## src/rtl/mem_max_scanner.sv

```systemverilog
// Memory-side accelerator: reads COUNT words from base, finds the largest (first index
// on ties) and writes it to dst. Define SCAN_SIGNED_CMP_EN for two's-complement compare.
module mem_max_scanner #(
    parameter int ADDR_W = 32,
    parameter int CNT_W  = 11
) (
    input  logic              clk,
    input  logic              rst_n,
    input  logic              start,
    input  logic [ADDR_W-1:0] base_addr,
    input  logic [ADDR_W-1:0] dst_addr,
    input  logic [CNT_W-1:0]  count,
    output logic              memWrite,
    output logic [ADDR_W-1:0] addr,
    output logic [31:0]       writeData,
    input  logic [31:0]       readData,
    output logic              busy,
    output logic              done,
    output logic [31:0]       max_val,
    output logic [CNT_W-1:0]  max_idx,
    output logic              empty
);

    typedef enum logic [1:0] {
        IDLE,
        READ,
        WRITE,
        DONE
    } state_t;

    state_t state, state_n;

    logic [ADDR_W-1:0] base_r, base_n;
    logic [ADDR_W-1:0] dst_r, dst_n;
    logic [ADDR_W-1:0] addr_n;
    logic [CNT_W-1:0]  cnt_r, cnt_n;
    logic [CNT_W-1:0]  idx, idx_n, idx_inc;
    logic [CNT_W-1:0]  max_idx_n;
    logic [31:0]       max_val_n;
    logic [31:0]       write_data_n;
    logic              mem_write_n;
    logic              busy_n;
    logic              done_n;
    logic              empty_n;
    logic              gt;
    logic              take;
    logic              last;

`ifdef SCAN_SIGNED_CMP_EN
    assign gt = $signed(readData) > $signed(max_val);
`else
    assign gt = readData > max_val;
`endif

    assign take    = (idx == '0) || gt;
    assign last    = (idx == cnt_r - CNT_W'(1));
    assign idx_inc = idx + CNT_W'(1);

    always_ff @(posedge clk or negedge rst_n) begin
        if (!rst_n) begin
            state <= IDLE;
        end else begin
            state <= state_n;
        end
    end

    always_comb begin
        state_n      = state;
        base_n       = base_r;
        dst_n        = dst_r;
        cnt_n        = cnt_r;
        idx_n        = idx;
        addr_n       = addr;
        mem_write_n  = 1'b0;
        write_data_n = writeData;
        busy_n       = busy;
        done_n       = 1'b0;
        max_val_n    = max_val;
        max_idx_n    = max_idx;
        empty_n      = empty;

        case (state)
            IDLE: begin
                if (start) begin
                    base_n    = base_addr & ~ADDR_W'(3);
                    dst_n     = dst_addr & ~ADDR_W'(3);
                    cnt_n     = count;
                    idx_n     = '0;
                    max_val_n = '0;
                    max_idx_n = '0;
                    busy_n    = 1'b1;
                    empty_n   = (count == '0);
                    // An empty scan passes through WRITE with the strobe held low so
                    // done lands one cycle later, matching the non-empty timing shape.
                    if (count != '0) begin
                        state_n = READ;
                        addr_n  = base_addr & ~ADDR_W'(3);
                    end else begin
                        state_n = WRITE;
                        addr_n  = '0;
                    end
                end
            end

            READ: begin
                if (take) begin
                    max_val_n = readData;
                    max_idx_n = idx;
                end
                if (last) begin
                    state_n      = WRITE;
                    addr_n       = dst_r;
                    mem_write_n  = 1'b1;
                    write_data_n = take ? readData : max_val;
                end else begin
                    idx_n  = idx_inc;
                    addr_n = base_r + ADDR_W'({idx_inc, 2'b00});
                end
            end

            WRITE: begin
                state_n      = DONE;
                addr_n       = '0;
                write_data_n = '0;
                busy_n       = 1'b0;
                done_n       = 1'b1;
            end

            DONE: begin
                state_n = IDLE;
            end

            default: begin
                state_n = IDLE;
            end
        endcase
    end

    always_ff @(posedge clk or negedge rst_n) begin
        if (!rst_n) begin
            base_r    <= '0;
            dst_r     <= '0;
            cnt_r     <= '0;
            idx       <= '0;
            addr      <= '0;
            memWrite  <= 1'b0;
            writeData <= '0;
            busy      <= 1'b0;
            done      <= 1'b0;
            max_val   <= '0;
            max_idx   <= '0;
            empty     <= 1'b0;
        end else begin
            base_r    <= base_n;
            dst_r     <= dst_n;
            cnt_r     <= cnt_n;
            idx       <= idx_n;
            addr      <= addr_n;
            memWrite  <= mem_write_n;
            writeData <= write_data_n;
            busy      <= busy_n;
            done      <= done_n;
            max_val   <= max_val_n;
            max_idx   <= max_idx_n;
            empty     <= empty_n;
        end
    end

endmodule
```

## config.mk

```make
export PLATFORM = sky130hd
export DESIGN_NAME = mem_max_scanner
export DESIGN_NICKNAME = d
export VERILOG_FILES = /design/src/rtl/mem_max_scanner.sv
export SDC_FILE = /design/constraint.sdc
export NUM_CORES = 1
export LEC_CHECK = 0
export ABC_AREA = 1
export ABC_CLOCK_PERIOD_IN_PS = 2780
export CAP_MARGIN = 20
export CORE_UTILIZATION = 48
export DETAILED_ROUTE_END_ITERATION = 10
export GPL_TIMING_DRIVEN = 0
export PLACE_DENSITY = 0.78
export SYNTH_ARGS = -nofsm -noshare
export SYNTH_HDL_FRONTEND = slang
export SYNTH_SLANG_ARGS = --single-unit
```

## constraint.sdc

```tcl
create_clock -name clk -period 2.78 [get_ports clk]
set_clock_uncertainty 0.15 [all_clocks]
set_input_delay 0.556 -clock clk [delete_from_list [all_inputs] [get_ports clk]]
set_output_delay 0.556 -clock clk [all_outputs]
set_load 0.02 [all_outputs]
```

After elaboration in Yosys (flattened, before gate mapping):

Index checks and enable logic that the tools add are counted.

* add/sub/neg operators: 3
* $lt $le $gt $ge: 1
* eq/ne operators: 8
* mux-type cells: 23
* reduce and logical (&&, ||, !) cells: 17

Operator list (count)
* two-way mux 32 bit: 6
* case mux 32 bit (2 select lines): 2
* case mux 32 bit (3 select lines): 1
* case mux 11 bit (2 select lines): 2
* two-way mux 11 bit: 3
* adder 32 x 13 -> 32 bit: 1
* greater-than comparator 32 bit: 1
* logical NOT 11 bit: 2
* AND reduction 2 bit: 6
* adder 11 x 1 -> 11 bit (second input constant): 1
* equality test 11 bit: 1
* nonzero test 11 bit: 1
* subtractor 11 x 1 -> 11 bit (second input constant): 1
* inequality test 2 bit (second input constant): 4
* case mux 2 bit (4 select lines): 1
* two-way mux 2 bit: 3
* AND reduction 3 bit: 2
* nonzero test 2 bit: 3
* equality test 2 bit (second input constant): 2
* two-way mux 1 bit: 4
* nonzero test 3 bit: 1
* equality test 2 x 1 -> 1 bit (second input constant): 1
* logical NOT 2 bit: 1
* case mux 1 bit (2 select lines): 1
* logical OR 1 bit: 1

* bits of input ports: 110
* logic and storage cells: 65
* register bits after elaboration: 195
* output and inout bits: 111

Longest topological paths before layout:

* depth in word-level cells: 5
* mapped depth: 23
* depth with buffers taken out: 23

Worst setup path before layout:

No wires, ideal clock.

* path kind: register -> register
* start: register idx[1]
* end: register addr[15]
* buffers on the path: 0
* required time: 2513 ps
* setup time: 117 ps
* setup slack: -5 ps
* arrival time: 2518 ps
* cell stages (with the launch flop): 21
* clock period less this slack: 2785 ps
* cell sequence: dfrtp_1 ha_1 nand2_1 nor3_1 inv_1 nor2_1 nand2_1 xor2_1 inv_1 ha_1 nand2_1 inv_1 nand2_1 nand2_1 a21boi_0 nand2_1 xor2_1 nand3_1 nand3_1 nand2_1 nand2_1

* word-level cells in the longest chain between the ends: 4
* elaborated cells between the ends (all ways): 5
* those cells by class: 2 x add/sub; 1 x eq/ne; 2 x mux

Ends and longest elaborated chain
* start: declaration: RTL line 37 `logic [CNT_W-1:0] idx, idx_n, idx_inc;`
* start signal: assignment: RTL line 157 `idx <= idx_n;`
* adder 11 x 1 -> 11 bit: RTL line 57 `assign idx_inc = idx + CNT_W'(1);`
* adder 32 x 13 -> 32 bit: RTL line 117 `addr_n = base_r + ADDR_W'({idx_inc, 2'b00});`
* two-way mux 32 bit (*): RTL line 110 `if (last) begin`
* case mux 32 bit (3 select lines) (*): RTL line 82 `case (state)`
* end signal: assignment: RTL line 158 `addr <= addr_n;`
* end: declaration: RTL line 14 `output logic [ADDR_W-1:0] addr,`

Mark *: on every way between the ends. The rest lies on a longest branch, timed or not.
A chain may end at the register's enable or synchronous reset.

Worst setup path in the final report:

* start: register idx[1]
* end: register addr[31]

The elaborated chain is that of the path after synthesis.

==> impl_metrics.json <==
{
  "largest_family_of_logic_cells_by_synthesized_area": "simple AND/OR/NAND/NOR gates",
  "grt_antenna_before_repair": 0,
  "clk_pin_slew_ns": 0.08,
  "yosysTopAreaCellShare_pct": 42.1,
  "gate_count_of_the_mapped_netlist": 1618,
  "route.detailed.vias_per_inst": 5.37,
  "synth_enable_flop_cells": 0,
  "post_synth_and_or_nand_nor_area_fraction_pct": 37.4,
  "post_synthesis_compound_gate_area_fraction_pct": 4.75,
  "regToRegSetupSlack_ns": -0.25,
  "hold_path_class": "reg -> reg",
  "finalCriticalPeriod_ns": 3.03,
  "synth_area_leader_cell": "sky130_fd_sc_hd__dfrtp_1",
  "rsz0062_at_grt": "yes",
  "post-place-ws_ns": -0.802,
  "synth-async-reset-ratio_pct": 100,
  "sequential_share_of_power_pct": 28.8,
  "clock_latency_ns": 0.44,
  "report.final.setup_viol": 24,
  "areaGrowthSynthToFinish_pct": 36.6,
  "timing.max_cap.violations": 0,
  "net_sw_share_pct": 45.9,
  "start_util_pct": 48.9,
  "die_h_um": 157,
  "global_route.overflow_total": 0,
  "hpwl_um": 25600,
  "ant_nets": 0,
  "final.setup.worst_slack_ns": -0.245,
  "number_of_endpoints_with_negative_hold_slack_in_the_final_report": 0,
  "power.net_switching_uw": 7290,
  "pwr_density_cell_mw_per_mm2": 1010,
  "synthTopCellsByCount": "sky130_fd_sc_hd__nand2_1, sky130_fd_sc_hd__nand3_1, sky130_fd_sc_hd__dfrtp_1",
  "drt_pre_antenna_iters": 5,
  "gp_congestion": 0.936,
  "violations": "negative setup slack",
  "maxSlewViolCount": 0,
  "synth_ff_type": "sky130_fd_sc_hd__dfrtp_1",
  "drt_drc_violations_left": 0,
  "timing_worst_slew_pin_value_ns": 0.831,
  "synth_fa_ha_area_share_pct": 5.51,
  "clock_tree.htree_level_count": 4,
  "num_vias": 11900,
  "ys.warnings.count": 0,
  "share_clk_of_total_power_pct": 18.0,
  "first_pass_grt_wire_length_um": 56100,
  "drt_iter0_drc": 987,
  "post_synth_num_cell_types": 34,
  "endpoint_kind": "flip-flop",
  "max-vdd-ir-drop_mv": 0.746,
  "leakage_uw": 0.00796,
  "cts_buffers": 17,
  "num-nets-final": 2048,
  "syn_area_mm2": 0.0115,
  "finalCritPeriodShare_pct": 109,
  "cp_max_fo": 4,
  "postRouteWirelength_um": 35900,
  "fin_tns_setup_ns": -4.58,
  "grt_start_max_net_pins": 116,
  "fp-row-count": 56,
  "cts_tree": "done",
  "yosysMostFrequentCell": "sky130_fd_sc_hd__nand2_1",
  "p_int_uw": 8590,
  "antennaDiodeCount": 0,
  "first_global_vias": 11400,
  "critical_path_arrival_ns": 3.26,
  "avgSynthCellArea_um2": 7.10,
  "max-clock-path-buffers": 2,
  "fillers": 1939,
  "combinationalPowerShare_pct": 53.2,
  "layout_cell_share_with_drive_strength_beyond_1_pct": 12.4,
  "core_area_mm2": 0.0235,
  "synth.area.mux_share_pct": 0,
  "crit_required_ns": 3.01,
  "startpoint_type": "flip-flop",
  "die-area_mm2": 0.0245,
  "synthTopCellsByArea": "sky130_fd_sc_hd__dfrtp_1, sky130_fd_sc_hd__nand2_1, sky130_fd_sc_hd__nand3_1",
  "timing_worst_setup_path_type": "reg -> reg",
  "top_level_ports": 221,
  "die_w_um": 157,
  "timing.max_slew.rel_slack_pct": 44.6,
  "grt_usage_pct": 29.3,
  "fmaxAchievable_ghz": 0.331,
  "yosysSeqAreaShare_pct": 42.1,
  "status": "finished, violations left",
  "ys_ff_latch": 193,
  "cts_sinks": 193,
  "buffer_ports.inserted": 214,
  "clockRootBuffer": "sky130_fd_sc_hd__clkbuf_16",
  "wire_per_inst_um": 16.2,
  "synth-xor-area-share_pct": 2.14
}
[what timing repair did]
action                     in CTS  in global routing
pin swaps                      43                 38
hold buffers                    1                  0
setup endpoints to repair     113                117
resized for setup             104                 88
hold endpoints to repair       78                  0
buffers inserted               29                  6
[critical path: stages (launching register included)]
cell                      delay [ns]
sky130_fd_sc_hd__dfrtp_2        0.44
sky130_fd_sc_hd__ha_4           0.17
sky130_fd_sc_hd__nand2_4        0.06
sky130_fd_sc_hd__nor3_4         0.21
sky130_fd_sc_hd__inv_2          0.09
sky130_fd_sc_hd__nor2_4         0.12
sky130_fd_sc_hd__nand3_2        0.10
sky130_fd_sc_hd__xnor2_2        0.18
sky130_fd_sc_hd__ha_4           0.31
sky130_fd_sc_hd__nand2_2        0.08
sky130_fd_sc_hd__nor2_4         0.14
sky130_fd_sc_hd__inv_2          0.06
sky130_fd_sc_hd__nor3_2         0.13
sky130_fd_sc_hd__nand2_1        0.09
sky130_fd_sc_hd__nand2_2        0.11
sky130_fd_sc_hd__nand3_1        0.08
sky130_fd_sc_hd__nand2_1        0.08
sky130_fd_sc_hd__nand4_1        0.11
sky130_fd_sc_hd__nand3_2        0.16
sky130_fd_sc_hd__nand2_2        0.06
sky130_fd_sc_hd__nand2_1        0.05
[routing by layer]
| layer | share of wire (%) | vias to the layer above | global-route usage [%] | routed length (um) |
|---|---|---|---|---|
| li1 | - | 5696 | - | - |
| met1 | 42 | 5607 | 37.1 | 15000 |
| met2 | 48 | 502 | 49.3 | 17300 |
| met3 | 6.6 | 104 | 4.98 | 2380 |
| met4 | 3.5 | 0 | 12.5 | 1240 |
| met5 | 0 | - | 0 | 0 |
[path summary, 6_finish.rpt]
| kind | start | end | cells after the start |
|---|---|---|---|
| max in group asynchronous | rst_n | base_r[23] | 3 |
| worst min register to register | addr[7] | addr[7] | 2 |
| worst max-delay path | idx[1] | addr[31] | 20 |
| worst min-delay path | addr[7] | addr[7] | 2 |
| min in group asynchronous | rst_n | max_idx[2] | 2 |
| worst max register to register | idx[1] | addr[31] | 20 |
[cell type report]
type                       count  area (um^2)  share of cell area [%]
multi-input combinational   1191         6320                    40.3
sequential                   193         4830                    30.8
timing repair buffer         251         2470                    15.8
inverter                     160          611                    3.89
clock buffer                  19          453                    2.89
tap                          319          399                    2.55
buffer                        74          375                    2.39
clock inverter                11          220                    1.40
[flip-flops by register name (all words and copies together), names as in the netlist]
| register | flops |
|---|---|
| max_val | 32 |
| writeData | 32 |
| addr | 30 |
| base_r | 30 |
| dst_r | 30 |
| cnt_r | 11 |
| idx | 11 |
| max_idx | 11 |
| state | 2 |
| busy | 1 |
| done | 1 |
| empty | 1 |
| memWrite | 1 |
[through the flow]
stage	power, uW	hold slack [ns]	util (%)	cell area [um^2]	instances
4_1_cts	15500	0.330	65.3	15300	2213
3_5_place_dp	12300	0.313	59.9	14100	2153
6_report	15900	0.326	66.8	15700	2218
2_1_floorplan	9550	0.110	-	11500	1619
3_3_place_gp	12100	0.310	59.7	14000	2152
5_1_grt	17000	0.347	66.8	15700	2218
[cell families (layout without fill, tap and decap cells)]
family / Yosys count / after routing
and+or+nand+nor: 1004 / 1004
buffers and inverters: 235 / 515
DFF: 193 / 193
AOI/OAI and AO/OA: 107 / 107
adders and majority gates: 50 / 50
xor gates and xnor gates: 28 / 28
other: 1 / 2
[cells in the final DEF, fill, tap and decap left out, drive strengths merged, types with 7 or more instances in the layout]
cell / count
ha: 49
xor2: 21
nor3: 15
clkbuf: 70
nor4: 8
nand2: 658
inv: 163
nand4: 27
nor2: 54
clkdlybuf4s50: 212
o21ai: 47
xnor2: 7
nand3: 237
dfrtp: 193
buf: 60
a21oi: 55
[power by group through the flow]
stage	Combinational [uW]	Clock [uW]	Sequential, uW
after floorplan	4630	0	4920
after global placement	7560	0	4550
after detailed placement	7740	0	4570
after CTS	8120	2890	4540
after global routing	9350	2990	4670
final	8450	2860	4570
Note: power is estimated with default switching activity, not from simulation.
